### src/rtl/parity_frame_receiver_pkg.sv
// -----------------------------------------------------------------------------
// parity_frame_receiver_pkg
// Shared definitions for the parity frame receiver:
//   - state_e        : receiver FSM state encoding
//   - PAR_EVEN/ODD   : parity mode constants (value of odd_mode)
//   - DEFAULT_DATA_W : default number of data bits per frame
// -----------------------------------------------------------------------------
package parity_frame_receiver_pkg;

  localparam int DEFAULT_DATA_W = 8;

  localparam logic PAR_EVEN = 1'b0;
  localparam logic PAR_ODD  = 1'b1;

  typedef enum logic [1:0] {
    ST_IDLE   = 2'd0,
    ST_DATA   = 2'd1,
    ST_PARITY = 2'd2,
    ST_STOP   = 2'd3
  } state_e;

endpackage

### src/rtl/parity_frame_receiver_sat_counter.sv
// -----------------------------------------------------------------------------
// sat_counter
// Saturating up-counter with synchronous clear. Clear has priority over
// increment; the count holds at all-ones instead of wrapping.
// Ports:
//   clk     : clock (posedge)
//   rst     : asynchronous active-high reset, count -> 0
//   inc_i   : add one this cycle (ignored when saturated)
//   clr_i   : synchronous clear, wins over inc_i
//   count_o : current count
// -----------------------------------------------------------------------------
module sat_counter #(
  parameter int CNT_W = 8
) (
  input  logic             clk,
  input  logic             rst,
  input  logic             inc_i,
  input  logic             clr_i,
  output logic [CNT_W-1:0] count_o
);

  logic [CNT_W-1:0] count_q;
  logic [CNT_W-1:0] count_d;

  always_comb begin
    count_d = count_q;
    if (clr_i) begin
      count_d = '0;
    end else if (inc_i && (count_q != {CNT_W{1'b1}})) begin
      count_d = count_q + CNT_W'(1);
    end
  end

  always_ff @(posedge clk or posedge rst) begin
    if (rst) begin
      count_q <= '0;
    end else begin
      count_q <= count_d;
    end
  end

  assign count_o = count_q;

endmodule

### src/rtl/parity_frame_receiver.sv
// -----------------------------------------------------------------------------
// parity_frame_receiver
// Receives a bit-serial frame START(0), A[0]..A[DATA_W-1] (LSB first), P,
// STOP(1). Deserialises the data, checks P against the parity mode latched
// at the START slot and presents the byte with parity/framing flags. Frames
// that carry either error bump a saturating error counter.
//
// Handshake: a bit-slot is consumed on every clock edge where bit_valid is 1;
// there is no backpressure. data_valid is a one-cycle pulse one clock after
// the STOP slot; data_out/parity_err/frame_err hold until the next frame ends.
//
// Ports:
//   clk, rst             : clock, asynchronous active-high reset
//   bit_valid, bit_in    : serial bit-slot strobe and line value
//   odd_mode             : 0 even / 1 odd parity, sampled at START
//   clr_err              : synchronous clear of err_count (wins over +1)
//   data_out, data_valid : received data and completion pulse
//   parity_err, frame_err: flags for the last completed frame
//   err_count            : saturating count of bad frames
//   busy                 : FSM is inside a frame
//   state_dbg            : raw FSM state for observation
// -----------------------------------------------------------------------------
module parity_frame_receiver
  import parity_frame_receiver_pkg::*;
#(
  parameter int DATA_W = DEFAULT_DATA_W,
  parameter int CNT_W  = 8
) (
  input  logic              clk,
  input  logic              rst,
  input  logic              bit_valid,
  input  logic              bit_in,
  input  logic              odd_mode,
  input  logic              clr_err,
  output logic [DATA_W-1:0] data_out,
  output logic              data_valid,
  output logic              parity_err,
  output logic              frame_err,
  output logic [CNT_W-1:0]  err_count,
  output logic              busy,
  output logic [1:0]        state_dbg
);

  localparam int IDX_W = (DATA_W > 1) ? $clog2(DATA_W) : 1;

  state_e            state_q;
  logic [IDX_W-1:0]  idx_q;
  logic [DATA_W-1:0] shift_q;
  logic              acc_q;       // running XOR of the data bits
  logic              mode_q;      // odd_mode captured at START
  logic              par_q;       // received parity bit
  logic [DATA_W-1:0] data_out_q;
  logic              data_valid_q;
  logic              parity_err_q;
  logic              frame_err_q;

  logic              last_bit_d;
  logic              err_inc_d;

  assign last_bit_d = (idx_q == IDX_W'(DATA_W - 1));

  always_ff @(posedge clk or posedge rst) begin
    if (rst) begin
      state_q      <= ST_IDLE;
      idx_q        <= '0;
      shift_q      <= '0;
      acc_q        <= 1'b0;
      mode_q       <= PAR_EVEN;
      par_q        <= 1'b0;
      data_out_q   <= '0;
      data_valid_q <= 1'b0;
      parity_err_q <= 1'b0;
      frame_err_q  <= 1'b0;
    end else begin
      data_valid_q <= 1'b0;
      if (bit_valid) begin
        case (state_q)
          ST_IDLE: begin
            // A high line is idle; the first low slot is START.
            if (!bit_in) begin
              state_q <= ST_DATA;
              mode_q  <= odd_mode;
              idx_q   <= '0;
              acc_q   <= 1'b0;
            end
          end
          ST_DATA: begin
            shift_q[idx_q] <= bit_in;
            acc_q          <= acc_q ^ bit_in;
            if (last_bit_d) begin
              state_q <= ST_PARITY;
            end else begin
              idx_q <= idx_q + IDX_W'(1);
            end
          end
          ST_PARITY: begin
            par_q   <= bit_in;
            state_q <= ST_STOP;
          end
          ST_STOP: begin
            // Even: error if P != ^A. Odd: error if P != ~^A.
            data_out_q   <= shift_q;
            parity_err_q <= par_q ^ acc_q ^ mode_q;
            frame_err_q  <= ~bit_in;
            data_valid_q <= 1'b1;
            state_q      <= ST_IDLE;
          end
          default: state_q <= ST_IDLE;
        endcase
      end
    end
  end

  // The counter steps in the cycle data_valid is high, so err_count shows
  // the new value one clock after the pulse.
  assign err_inc_d = data_valid_q & (parity_err_q | frame_err_q);

  sat_counter #(
    .CNT_W (CNT_W)
  ) u_err_cnt (
    .clk     (clk),
    .rst     (rst),
    .inc_i   (err_inc_d),
    .clr_i   (clr_err),
    .count_o (err_count)
  );

  assign data_out   = data_out_q;
  assign data_valid = data_valid_q;
  assign parity_err = parity_err_q;
  assign frame_err  = frame_err_q;
  assign busy       = (state_q != ST_IDLE);
  assign state_dbg  = state_q;

endmodule

### config.mk
export PLATFORM = sky130hd
export DESIGN_NAME = parity_frame_receiver
export DESIGN_NICKNAME = d
export VERILOG_FILES = /design/src/rtl/parity_frame_receiver_pkg.sv /design/src/rtl/parity_frame_receiver_sat_counter.sv /design/src/rtl/parity_frame_receiver.sv
export SDC_FILE = /design/constraint.sdc
export NUM_CORES = 1
export LEC_CHECK = 0
export ABC_CLOCK_PERIOD_IN_PS = 1800
export BUFFER_PORTS_ARGS = -buffer_cell sky130_fd_sc_hd__buf_4
export CELL_PAD_IN_SITES_DETAIL_PLACEMENT = 0
export CELL_PAD_IN_SITES_GLOBAL_PLACEMENT = 2
export CORE_MARGIN = 5
export CORE_UTILIZATION = 30
export CTS_BUF_LIST = sky130_fd_sc_hd__clkbuf_4
export CTS_CLUSTER_SIZE = 14
export DETAILED_ROUTE_END_ITERATION = 8
export GPL_TIMING_DRIVEN = 1
export HOLD_SLACK_MARGIN = 0.12
export PLACE_DENSITY_LB_ADDON = 0.25
export SETUP_SLACK_MARGIN = 0.15
export SLEW_MARGIN = 20
export SYNTH_ARGS = -nofsm -noshare
export SYNTH_HDL_FRONTEND = slang
export SYNTH_SLANG_ARGS = --single-unit
### constraint.sdc
create_clock -name clk -period 1.8 [get_ports clk]
set_input_delay 0.36 -clock clk [delete_from_list [all_inputs] [get_ports clk]]
set_output_delay 0.36 -clock clk [all_outputs]
set_load 0.005 [all_outputs]
==> results of run 1 <==
-- Yosys cell counts (all sizes together), types with 4 or more instances --
| master | number |
|---|---|
| dfrtp | 35 |
| mux2 | 13 |
| o21ai | 13 |
| nand2 | 9 |
| a21oi | 7 |
| ha | 7 |
| inv | 7 |
| a211oi | 6 |
| o31ai | 6 |
| nor2 | 5 |
| nand2b | 4 |
| nand3 | 4 |
| nor2b | 4 |
| nor3 | 4 |
-- timing repair --
action | CTS | global route
endpoints found under the hold margin | 12 | 0
hold buffers | 1 | 0
buffers inserted | 0 | 6
setup endpoints to repair | 1 | 5
resized for setup | 3 | 2
-- metal layers --
layer | track usage | up-vias | wire (um)
met5 | 0 | - | 0
met4 | 0.0388 | 0 | 58
li1 | - | 641 | -
met3 | 0.0350 | 6 | 201
met1 | 0.151 | 617 | 1770
met2 | 0.177 | 27 | 1730
-- kinds of logic after synthesis --
logic type / count (synthesis)
fa+ha+maj: 7
buf+inv: 9
mux: 16
flops: 35
simple gates: 38
xor+xnor: 2
compound gates: 43
-- final cells by class --
cell class | count | area share
Inverter | 7 | 0.0122
Multi-Input combinational cell | 106 | 0.374
Clock inverter | 3 | 0.00931
Timing Repair Buffer | 39 | 0.137
Clock buffer | 5 | 0.0175
Sequential cell | 35 | 0.408
Tap cell | 72 | 0.0419
-- metrics by stage --
| stage | cells | instance area [sq um] |
|---|---|---|
| global placement | 252 | 2020 |
| finish | 267 | 2150 |
| floorplan | 150 | 1710 |
| CTS | 261 | 2100 |
| global route | 267 | 2150 |
| detailed placement | 252 | 2020 |
-- state kept, by name, indices dropped and copies added, names as in the netlist --
signal,count
acc_q,1
data_out,8
data_valid,1
frame_err,1
idx_q,3
mode_q,1
par_q,1
parity_err,1
shift_q,8
state_dbg,2
u_err_cnt.count_o,8
-- worst min path at each step --
stage | startpoint | end | slack, ps
after floorplan | par_q | par_q | 470
after global placement | par_q | par_q | 480
after detailed placement | par_q | par_q | 490
after CTS | clr_err | u_err_cnt.count_o[3] | 240
after global routing | odd_mode | mode_q | 240
final | clr_err | u_err_cnt.count_o[7] | 250
-- critical path, stage by stage, from the launching register on --
cell,delay (ps)
dfrtp_1,440
ha_1,230
ha_1,270
o21ai_2,210
mux2_2,350
-- power by group --
| group | total [mW] | internal (mW) | switching (mW) |
|---|---|---|---|
| Clock | 0.428 | 0.149 | 0.278 |
| Sequential | 1.27 | 1.05 | 0.216 |
| Combinational | 1.14 | 0.650 | 0.493 |
| Total | 2.84 | 1.85 | 0.987 |
==> run metrics, run 1 <==
Critical Path Fanout Max 7; worst-margin pin slew 452 ps; mux contribution to synthesized area 0.103; most common cell after layout, fill and taps aside buf_4; Worst EP required 2020 ps; synthesized area 1710 sq um; Setup Skew 19.5 ps; CORE AREA between 5000 and 6000 sq um; hold depth 2; vias in the first global route approximately 1400; critical path class flop to flop; Slew HR 0.698; CTS tree done; Adder-Cell Fraction of Synth Area 0.0513; setup_tns 0 ps; CTS Buf Count 5; Rows 27; Compound-Gate Fraction of Synth Area 0.180; R2R cell count 4; synthesized instance count 150; Main synth FF type dfrtp_1; GRT Util Overall 0.114; termination of the worst setup path state_dbg[1]; most frequent cells in the layout buf_4 (38), dfrtp_1 (34), mux2_2 (13); grt ovf 0; final wirelength 3760 um; DR pass1 iterations 4; antenna-violating nets left 0; htree depth 2; DR vias/cell between 4 and 5; Port Buffers 27; HP Class input pin to flop; RSZ-0062 raised after global routing true; status finished, final reports clean; clk_lat worst skew 340 ps; Max Cap Violations 0; endpoints failing setup 0; first-pass GRT wire length 6660 um; Post-Syn Area per Cell roughly 11 sq um; CTS clock-pin slew for the worst setup and hold paths 110 ps; Vias 1291; worst hold margin 252 ps; largest net degree at the start of global routing 36; TritonCTS Sinks 35; Critical Path AT 1830 ps; Final Util 0.391; ranking of synthesized cells by area dfrtp_1 (51%), mux2_2 (8.6%), ha_1 (5.1%); Ant. Diodes 0; Final Cycle Share 0.897; Synth Area in XOR/XNOR 0.0103; die width roughly 85 um; Reg2Reg Launch Point idx_q[0]; Slew Viols, Final 0; Pwr Total 2.84 mW; Leakage 0.997 nW; initial antenna violation count 0; hpwl dp 2730 um; largest family of logic cells by synthesized area compound AO/OA/AOI/OAI gates; Simple-Gate Fraction of Synth Area 0.118; Net Count, Synth 163; Seq cells post-synth 35; DRT iter0 DRCs a little over 60; routed len/inst roughly 14 um; Sequential Area 877 sq um; Yosys cell types 34; Fin. Hold Viols 0; Final #Nets 207; pre-CTS setup slack roughly 200 ps; final setup margin 186 ps; clock buffer depth 2; fill count 565; sequential share of the synthesized area 0.513; area grow syn2layout 26.0%; ratio of cells with drive above 1 in the final layout 0.349; Multi-input gate area 805 sq um; Worst setup EP type flop; worst reg-to-reg setup slack 190 ps; DRC viols 0; crit path from idx_q[0]; Worst R2R End state_dbg[1]; maximum clock rate 0.620 GHz; initial core utilization 0.310; Worst VDD drop 0.576 mV; Root Driver clkbuf_4; number of flops mapped to enable cells by yosys 0; post-synth top area share 0.513; die height 85.4 um; Total Die Area 7300 sq um; top cell type by total area after synthesis dfrtp_1; minimum clock period between 1500 and 2000 ps; placer congestion estimate 0.826; PD cells ~1300 nW/um^2; Ys Warns 0; Async S/R FF share, synth 1.00; Top-Level Pins 28; CP startpoint kind flop
No activity file was read; power rests on OpenSTA's default activity.
==> run 2, diff against run 1 <==
--- a/config.mk
+++ b/config.mk
@@ -17,6 +17,7 @@
 export GPL_TIMING_DRIVEN = 1
 export HOLD_SLACK_MARGIN = 0.12
 export PLACE_DENSITY_LB_ADDON = 0.25
+export RECOVER_POWER = 25
 export SETUP_SLACK_MARGIN = 0.15
 export SLEW_MARGIN = 20
 export SYNTH_ARGS = -nofsm -noshare
==> run 2 against run 1 <==
Clock skew did not move. Via count unchanged. Global-route usage stayed put. First-iteration DRC count stayed put. Worst hold slack unchanged. Register-to-register slack barely moved. Sequential share of layout area did not move. Critical path type unchanged.
==> run metrics, run 2 (synthesis results as in run 1) <==
Worst VDD drop 0.576 mV; Ant. Diodes 0; worst-margin pin slew 452 ps; vias in the first global route 1357; routed wl met2 1730 um; most common cell after layout, fill and taps aside buf_4; RSZ-0062 raised after global routing true; CTS tree done; DP Area 2020 sq um; final setup margin 186 ps; initial core utilization 0.310; worst hold margin 252 ps; first-pass GRT wire length 6660 um; minimum clock period 1610 ps; largest net degree at the start of global routing 36; top layer in use met4; Leakage 0.997 nW; Met1 Wirelength 1770 um; TritonCTS Sinks 35; Port Buffers 27; clock buffer depth 2; final wirelength 3760 um; Fin. Hold Viols 0; pre-CTS setup slack 201 ps; Critical Path AT 1830 ps; CORE AREA 5510 sq um; PD cells 1320 nW/um^2; ratio of cells with drive above 1 in the final layout 0.349; DRC viols 0; DR pass1 iterations 4; Net Switching 0.987 mW; Final Instance Area 2150 sq um; Final #Nets 207; Top-Level Pins 28; die height 85.4 um; Net Sw Frac 0.348; status finished, final reports clean; Worst setup EP type flop; Total Die Area 7300 sq um; Slew HR 0.698; most frequent cells in the layout buf_4 (37), dfrtp_1 (34), mux2_2 (13); Final Util 0.391; worst reg-to-reg setup slack 190 ps; CP startpoint kind flop; Final Cycle Share 0.897; GRT Util Overall 0.114; DR vias/cell between 4 and 5; Critical Path Fanout Max 7; Combinational Power Share 0.403; HP Class input pin to flop; CTS Buf Count 5; die width about 85 um; termination of the worst setup path state_dbg[1]; R2R cell count 4; Vias 1291; antenna-violating nets left 0; Setup Skew 19.5 ps; routed len/inst about 14 um; Worst R2R End state_dbg[1]; Reg2Reg Launch Point idx_q[0]; Clock power frac 0.151; crit path from idx_q[0]; Max Cap Violations 0; Slew Viols, Final 0; CTS clock-pin slew for the worst setup and hold paths 110 ps; Root Driver clkbuf_4; maximum clock rate 0.620 GHz; initial antenna violation count 0; Seq pwr share 0.446; clk_lat worst skew about 340 ps; htree depth 2; critical path class flop to flop; hpwl dp 2730 um; endpoints failing setup 0; area grow syn2layout 26.0%; grt ovf 0; setup_tns 0 ps; met3 WL around 200 um; placer congestion estimate 0.826; DRT iter0 DRCs just over 60; Worst EP required 2020 ps; internal power 1.85 mW; Rows 27
[run 2: critical path: stages, from the launching register on]
cell	delay, ps
dfrtp_1	440
ha_1	230
ha_1	270
o21ai_2	210
mux2_2	350
[run 2: how the worst min path moves through the flow]
stage               startpoint                    to  slack, ps  cells after the start
floorplan                par_q                 par_q        470                      2
global placement         par_q                 par_q        480                      2
detailed placement       par_q                 par_q        490                      2
CTS                    clr_err  u_err_cnt.count_o[3]        240                      2
global route          odd_mode                mode_q        240                      2
finish                 clr_err  u_err_cnt.count_o[7]        250                      2
[run 2: routing by layer]
metal / GRT usage / vias up
li1: - / 641
met1: 0.151 / 617
met2: 0.177 / 27
met3: 0.0350 / 6
met4: 0.0388 / 0
met5: 0 / -
[run 2: timing repair]
item / 4_1_cts / 5_1_grt
buffers inserted: 0 / 6
gates resized for setup: 3 / 2
endpoints found under the hold margin: 12 / 0
hold buffers: 1 / 0
setup endpoints to repair: 1 / 5
[run 2: per-stage QoR]
stage,instances,total power [mW]
2_1_floorplan,150,1.86
4_1_cts,261,2.80
6_report,267,2.84
3_5_place_dp,252,2.32
5_1_grt,267,3.10
3_3_place_gp,252,2.27
[run 2: final cells by class]
type	instances	area (sq um)
timing repair buffer	39	295
multi-input combinational	106	805
fill	565	3360
inverter	7	26.3
clock inverter	3	20.0
tap	72	90.1
clock buffer	5	37.5
sequential	35	877
[run 2: power groups by stage]
stage,clock network (mW),logic [mW],registers (mW)
finish,0.428,1.14,1.27
global route,0.481,1.31,1.31
CTS,0.454,1.07,1.28
detailed placement,0,1.03,1.29
global placement,0,0.993,1.28
floorplan,0,0.617,1.25
